==> config.mk <==
export PLATFORM = sky130hd
export DESIGN_NAME = button_event
export DESIGN_NICKNAME = d
export VERILOG_FILES = /design/src/rtl/button_event_pkg.sv /design/src/rtl/button_event_tick_gen.sv /design/src/rtl/button_event.sv
export SDC_FILE = /design/constraint.sdc
export NUM_CORES = 1
export LEC_CHECK = 0
export ABC_AREA = 1
export CAP_MARGIN = 15
export CELL_PAD_IN_SITES_DETAIL_PLACEMENT = 0
export CELL_PAD_IN_SITES_GLOBAL_PLACEMENT = 2
export CORE_UTILIZATION = 33
export CTS_BUF_LIST = sky130_fd_sc_hd__clkbuf_16
export CTS_CLUSTER_DIAMETER = 100
export DETAILED_ROUTE_END_ITERATION = 16
export PLACE_DENSITY = 0.88
export SLEW_MARGIN = 20
export SYNTH_ARGS = -nofsm -noshare
export SYNTH_HDL_FRONTEND = slang
export SYNTH_SLANG_ARGS = --single-unit
==> constraint.sdc <==
create_clock -name clk -period 2.3 [get_ports clk]
set_input_delay 0.23 -clock clk [delete_from_list [all_inputs] [get_ports clk]]
set_output_delay 0.23 -clock clk [all_outputs]
set_load 0.02 [all_outputs]
==> src/rtl/button_event_pkg.sv <==
// rtl/button_event_pkg.sv - shared state encodings and 50 MHz timing defaults for button_event
package button_event_pkg;

  typedef enum logic [1:0] {
    ST_IDLE    = 2'd0,
    ST_PRESSED = 2'd1,
    ST_LONG    = 2'd2
  } state_t;

  localparam int TICK_N_DEF       = 19;
  localparam int CNT_W_DEF        = 8;
  localparam int LONG_TICKS_DEF   = 48;
  localparam int REPEAT_TICKS_DEF = 10;

endpackage

==> src/rtl/button_event_tick_gen.sv <==
// rtl/button_event_tick_gen.sv - free-running prescaler, tick on the last count of each period
module tick_gen
  import button_event_pkg::*;
#(
  parameter int TICK_N = TICK_N_DEF
) (
  input  logic clk,
  input  logic reset,
  input  logic clr,
  input  logic run,
  output logic tick
);

  localparam logic [TICK_N-1:0] CNT_MAX = '1;

  logic [TICK_N-1:0] cnt;

  // Wrap to 0 on the tick falls out of the natural overflow at all-ones.
  always_ff @(posedge clk) begin
    if (reset || clr) begin
      cnt <= '0;
    end else if (run) begin
      cnt <= cnt + 1'b1;
    end
  end

  assign tick = run && (cnt == CNT_MAX);

endmodule

==> src/rtl/button_event.sv <==
// rtl/button_event.sv - turns a debounced button level into press/release/short/long/repeat pulses
module button_event
  import button_event_pkg::*;
#(
  parameter int TICK_N       = TICK_N_DEF,
  parameter int CNT_W        = CNT_W_DEF,
  parameter int LONG_TICKS   = LONG_TICKS_DEF,
  parameter int REPEAT_TICKS = REPEAT_TICKS_DEF
) (
  input  logic clk,
  input  logic reset,
  input  logic db_in,
  input  logic repeat_en,
  output logic press_p,
  output logic release_p,
  output logic short_p,
  output logic long_p,
  output logic repeat_p,
  output logic held
);

  localparam logic [CNT_W-1:0] LONG_LAST   = CNT_W'(LONG_TICKS - 1);
  localparam logic [CNT_W-1:0] REPEAT_LAST = CNT_W'(REPEAT_TICKS - 1);

  state_t           state, state_nx;
  logic [CNT_W-1:0] hold_cnt, hold_cnt_nx;
  logic             db_q;
  logic             rise, fall, tick, run;
  logic             press_nx, release_nx, short_nx, long_nx, repeat_nx;

  assign rise = db_in && !db_q;
  assign fall = !db_in && db_q;
  assign run  = (state == ST_PRESSED) || (state == ST_LONG);

  // Prescaler is held cleared in IDLE, so every press starts a fresh tick phase.
  tick_gen #(
    .TICK_N (TICK_N)
  ) u_tick_gen (
    .clk   (clk),
    .reset (reset),
    .clr   (!run),
    .run   (run),
    .tick  (tick)
  );

  always_comb begin
    state_nx    = state;
    hold_cnt_nx = hold_cnt;
    press_nx    = 1'b0;
    release_nx  = 1'b0;
    short_nx    = 1'b0;
    long_nx     = 1'b0;
    repeat_nx   = 1'b0;
    case (state)
      ST_IDLE: begin
        hold_cnt_nx = '0;
        if (rise) begin
          press_nx = 1'b1;
          state_nx = ST_PRESSED;
        end
      end
      ST_PRESSED: begin
        // A fall is checked before the tick so release beats a coincident long threshold.
        if (fall) begin
          release_nx = 1'b1;
          short_nx   = 1'b1;
          state_nx   = ST_IDLE;
        end else if (tick) begin
          if (hold_cnt == LONG_LAST) begin
            long_nx     = 1'b1;
            hold_cnt_nx = '0;
            state_nx    = ST_LONG;
          end else begin
            hold_cnt_nx = hold_cnt + 1'b1;
          end
        end
      end
      ST_LONG: begin
        if (fall) begin
          release_nx = 1'b1;
          state_nx   = ST_IDLE;
        end else if (tick) begin
          // The counter keeps its grid even while repeat_en is low.
          if (hold_cnt == REPEAT_LAST) begin
            hold_cnt_nx = '0;
            repeat_nx   = repeat_en;
          end else begin
            hold_cnt_nx = hold_cnt + 1'b1;
          end
        end
      end
      default: begin
        state_nx    = ST_IDLE;
        hold_cnt_nx = '0;
      end
    endcase
  end

  // db_q resets high so a button held through reset needs a release first.
  always_ff @(posedge clk) begin
    if (reset) begin
      state     <= ST_IDLE;
      hold_cnt  <= '0;
      db_q      <= 1'b1;
      press_p   <= 1'b0;
      release_p <= 1'b0;
      short_p   <= 1'b0;
      long_p    <= 1'b0;
      repeat_p  <= 1'b0;
      held      <= 1'b0;
    end else begin
      state     <= state_nx;
      hold_cnt  <= hold_cnt_nx;
      db_q      <= db_in;
      press_p   <= press_nx;
      release_p <= release_nx;
      short_p   <= short_nx;
      long_p    <= long_nx;
      repeat_p  <= repeat_nx;
      held      <= (state_nx != ST_IDLE);
    end
  end

endmodule

# Yosys cells after proc, flatten, opt, wreduce, memory -nomap -nowiden
# Index checks and enable logic that the tools add are counted.
[classes]
n_addsub = 2
eq_ne = 9
muxes = 16
bitwise = 6
n_reduce_logical = 17
[ops]
columns = ["op", "count"]
rows = [
  ["$mux 8", 6],
  ["$add 19x1->19 const B", 1],
  ["$eq 19x19->1 const B", 1],
  ["$pmux 8 s2", 1],
  ["$mux 2", 5],
  ["$add 8x1->8 const B", 1],
  ["$eq 8x4->1 const B", 1],
  ["$eq 8x6->1 const B", 1],
  ["$ne 2x2->1 const B", 4],
  ["$reduce_or 2->1", 4],
  ["$not 1->1", 6],
  ["$pmux 2 s3", 1],
  ["$reduce_or 5->1", 1],
  ["$reduce_and 4->1", 1],
  ["$reduce_or 4->1", 1],
  ["$logic_and 1x1->1", 3],
  ["$logic_not 1->1", 3],
  ["$mux 1", 3],
  ["$eq 2x1->1 const B", 1],
  ["$eq 2x2->1 const B", 1],
  ["$logic_not 2->1", 1],
  ["$logic_or 1x1->1", 2],
  ["$reduce_bool 2->1", 1],
]
[totals]
register_bits = 36
output_inout_bits = 6

# Longest topological paths before layout
[logic_depth]
ltp_word = 7
mapped_depth = 12
depth_no_buf = 11

# Cells and area by module
# Synthesis repeated with hierarchy kept, for this count alone.
[hier_totals]
cells_unflattened = 295
hier_area_um2 = 2006.9
[modules_own_cells]
columns = ["mod", "instances", "cells_each", "area_each_um2", "seq_area_each_um2"]
rows = [
  ["tick_gen", 1, 160, 1026.0, 380.4],
  ["button_event", 1, 135, 980.9, 340.3],
]

# Worst setup path before layout
# No wires, ideal clock.
[synth_timing]
path_type = "register to register"
startpoint = "reg state[0]"
endpoint = "reg hold_cnt[0]"
arrival_time_ns = 1.540
required_time_ns = 2.186
slack_ns = 0.647
path_stages_with_launch = 13
n_path_buf = 1
period_less_slack_ns = 1.653
path_cell_list = "dfxtp_1 inv_1 ha_1 nand2_1 nor2_1 nand2_1 nor2_4 nand3_2 nand2_4 buf_8 nand2_1 nand2_1 nor2_1"
[synth_via]
elab_chain_len = 5
[synth_rtl]
columns = ["item", "line", "source"]
rows = [
  ["from (decl)", "button_event.sv:25", "state_t state, state_nx;"],
  ["from (signal assigned)", "button_event.sv:112", "state <= state_nx;"],
  ["$eq 2x1->1 or $eq 2x2->1 (tied branches)", "button_event.sv:33", "assign run = (state == ST_PRESSED) || (state == ST_LONG);"],
  ["$logic_or 1x1->1 *", "button_event.sv:33", ""],
  ["named net run", "button_event.sv:28", "logic rise, fall, tick, run;"],
  ["$logic_and 1x1->1 *", "button_event_tick_gen.sv:27", "assign tick = run && (cnt == CNT_MAX);"],
  ["$ne 2x2->1 (no line)", "-", ""],
  ["$reduce_and 4->1 (no line) *", "-", ""],
  ["to (signal assigned)", "button_event.sv:113", "hold_cnt <= hold_cnt_nx;"],
  ["to (decl)", "button_event.sv:26", "logic [CNT_W-1:0] hold_cnt, hold_cnt_nx;"],
]
# Mark *: on every way through the listed nets, which the timed path passes. The rest lies on a longest branch.
# A chain may end at the register's enable or synchronous reset.

# Worst setup path after layout
[layout_timing]
startpoint = "reg state[0]"
endpoint = "reg hold_cnt[1]"
# The elaborated chain is that of the path after synthesis.

==> metrics.md <==
| Metric | Value |
|---|---|
| Status | `finished clean` |
| Worst setup startpoint | `state[0]$_SDFF_PP0_` |
| Max Freq | `between 500 and 600 MHz` |
| CP endpoint kind | `flip-flop` |
| Most frequent cells in the layout | `nand2_1, nor2_1, inv_1` |
| GPL Wtd Cong | `~0.76` |
| Core Area | `approximately 5500 um^2` |
| Synth warnings | `0` |
| Rel. slew slack | `between 70% and 80%` |
| Fin Setup TNS | `0 ps` |
| Slew Limit Fails | `0` |
| Post-synth top area cell | `dfxtp_1` |
| DP HPWL | `~3100 um` |
| Seq/Total Area, Yosys | `a little under two fifths` |
| Number of flops mapped to enable cells by yosys | `0` |
| Syn Area/Cell | `6.664 um^2` |
| Drt pass-1 iters | `6` |
| Buffers on Ports | `9` |
| Vias per cell | `around 4.6` |
| Final hold slack | `between 400 and 500 ps` |
| Vert. Die Dim | `between 70 and 80 um` |
| Worst slew pin tran | `321.3 ps` |
| Initial cell density of the core | `34.13%` |
| Post-Route WL | `4113 um` |
| Clk pin slew, worst setup/hold paths | `around 50 ps` |
| Setup violations, final | `0` |
| Skew-Pair Late Insertion Delay | `approximately 270 ps` |
| Largest net degree at the start of global routing | `15` |
| Total power | `0.001318 W` |
| CP startpoint kind | `flip-flop` |
| Share of cells above drive strength 1 | `under 10%` |
| Top_reg_cell synth | `dfxtp_1` |
| Top-area cell type share of the netlist area | `around two fifths` |
| Via count | `between 1500 and 2000` |
| Final core occ | `between 30% and 40%` |
| Max FO, Critical Path | `14` |
| Deepest clock path buffer count | `2` |
| Worst Hold Class | `reg -> reg` |
| Final hold vios | `0` |
| Maxcap violations | `0` |
| R2R Path Start | `state[0]$_SDFF_PP0_` |
| CP arrival | `between 1500 and 2000 ps` |
| Hold Path Origin | `u_tick_gen.cnt[0]$_SDFFE_PP0P_` |
| Final ANT Viol Nets | `0` |
| Kind of critical path | `reg -> reg` |
| Post-cts hold buffer count | `0` |
| RSZ-0062 raised after global routing | `false` |
| Post-CTS Setup Bufs | `0` |
| Finished Layout Cells | `roughly 370` |
| 1st-iter DRT viols | `81` |
| Mapped Nets | `293` |
| CTS Buf Count | `5` |
| Synthesized flop and latch total | `36` |
| Total clock sinks | `36` |
| Top Ports | `10` |
| # rows | `27` |
| Syn-to-layout area delta | `16.05%` |
| Mapped Cells | `approximately 280` |
| Global-route wire length before repair | `between 7000 and 8000 um` |
| Total die area | `6001 um^2` |
| Pwr/cell area | `around 600 nW/um^2` |
| Worst endpoint required time | `between 2000 and 2500 ps` |
| Die Wd | `slightly below 80 um` |
| Vias in the first global route | `around 1600` |
| Initial antenna violation count | `0` |
| Synth cell types | `25` |
| TritonCTS clock tree | `built` |
| Ranking of synthesized cells by area | `dfxtp_1, nand2_1, nor2_1` |
| Commonest non-fill, non-tap cell in the layout | `nand2_1` |
| FFs w/ async S/R, synth | `0%` |
| Max IR drop VDD | `0.0002328 V` |
| NumNets Final | `between 300 and 400` |
| Diodes inserted | `0` |
| Fin crit period | `around 1800 ps` |
| PostCTS Resize Cnt | `0` |
| Root Driver | `clkbuf_16` |
| Inst Count DP | `362` |
| Final period utilization | `79.13%` |
| Grt total ovfl | `0` |
| H-tree Lvls | `2` |
| Per-cell routed wire length | `between 10 and 15 um` |
| Final Skew | `~2.8 ps` |
| Leak | `0.8520 nW` |
| Total Routing Usage GR | `~16%` |
| DRC errors left | `0` |
| Post-Syn Area | `between 1500 and 2000 um^2` |
-- stage by stage --
stage	cell area (um^2)	setup WS, ps
floorplan	1879	646.6
global placement	2048	527.6
detailed placement	2048	468.2
CTS	2181	462.6
global route	2181	312.3
finish	2181	480.1
-- where the power goes --
group | switching [W] | internal [W] | leakage, nW
registers | 0.00000315 | 0.000629 | 0.291
logic | 0.0000417 | 0.0000222 | 0.497
clock network | 0.000235 | 0.000387 | 0.0648
-- Yosys cell counts (2+ instances only) --
| master | number |
|---|---|
| dfxtp_1 | 36 |
| nor2_1 | 54 |
| nor2_4 | 2 |
| ha_1 | 7 |
| a21oi_1 | 15 |
| nand4_1 | 7 |
| inv_1 | 40 |
| a31oi_1 | 2 |
| nand3_1 | 24 |
| nor3_1 | 4 |
| o21ai_0 | 13 |
| nand2_1 | 65 |
-- critical path: stages, from the launching register on --
cell	delay [ps]
dfxtp_1	380
inv_1	80
ha_1	390
nand2_1	70
nor2_1	80
nand2_1	90
nor2_4	130
nand3_2	130
nand2_4	170
o21ai_0	110
inv_1	60
nor2_1	30
-- state kept, by name, summed over array words and instances (netlist names) --
signal,cells
release_p,1
hold_cnt,8
long_p,1
press_p,1
held,1
short_p,1
db_q,1
repeat_p,1
u_tick_gen.cnt,19
state,2
-- logic make-up (layout without fill, tap and decap cells) --
| group | Yosys count | after routing | share of synthesized area [%] |
|---|---|---|---|
| AOI/OAI and AO/OA | 32 | 32 | 8.988 |
| xor gates and xnor gates | 2 | 2 | 0.9323 |
| adders and majority gates | 7 | 7 | 4.660 |
| buffers and inverters | 44 | 59 | 9.587 |
| DFF | 36 | 36 | 38.35 |
| and+or+nand+nor | 161 | 161 | 37.48 |
-- area by class of cell --
class                      count  area, um^2
timing repair buffer          11       105.1
clock inverter                 2       7.507
sequential                    36       720.7
tap                           72       90.09
multi-input combinational    202       978.4
clock buffer                   5       125.1
fill                         590        3326
inverter                      41       153.9
-- routing by layer --
| layer | global-route usage (%) | up-vias | share of wire (%) |
|---|---|---|---|
| li1 | - | 924 | - |
| met1 | 19.61 | 765 | 51 |
| met2 | 26.11 | 23 | 46 |
| met3 | 3.647 | 2 | 2.8 |
| met4 | 4.528 | 0 | 0.56 |
| met5 | 0 | - | 0 |
-- final timing paths --
path | end | slack, ps | cells after the start
worst max-delay path | hold_cnt[1]$_SDFFE_PP0P_ | 480 | 11
worst min-delay path | u_tick_gen.cnt[0]$_SDFFE_PP0P_ | 450 | 1
worst max register to register | hold_cnt[1]$_SDFFE_PP0P_ | 480 | 11
worst min register to register | u_tick_gen.cnt[0]$_SDFFE_PP0P_ | 450 | 1
No activity file was read; power rests on OpenSTA's default activity.
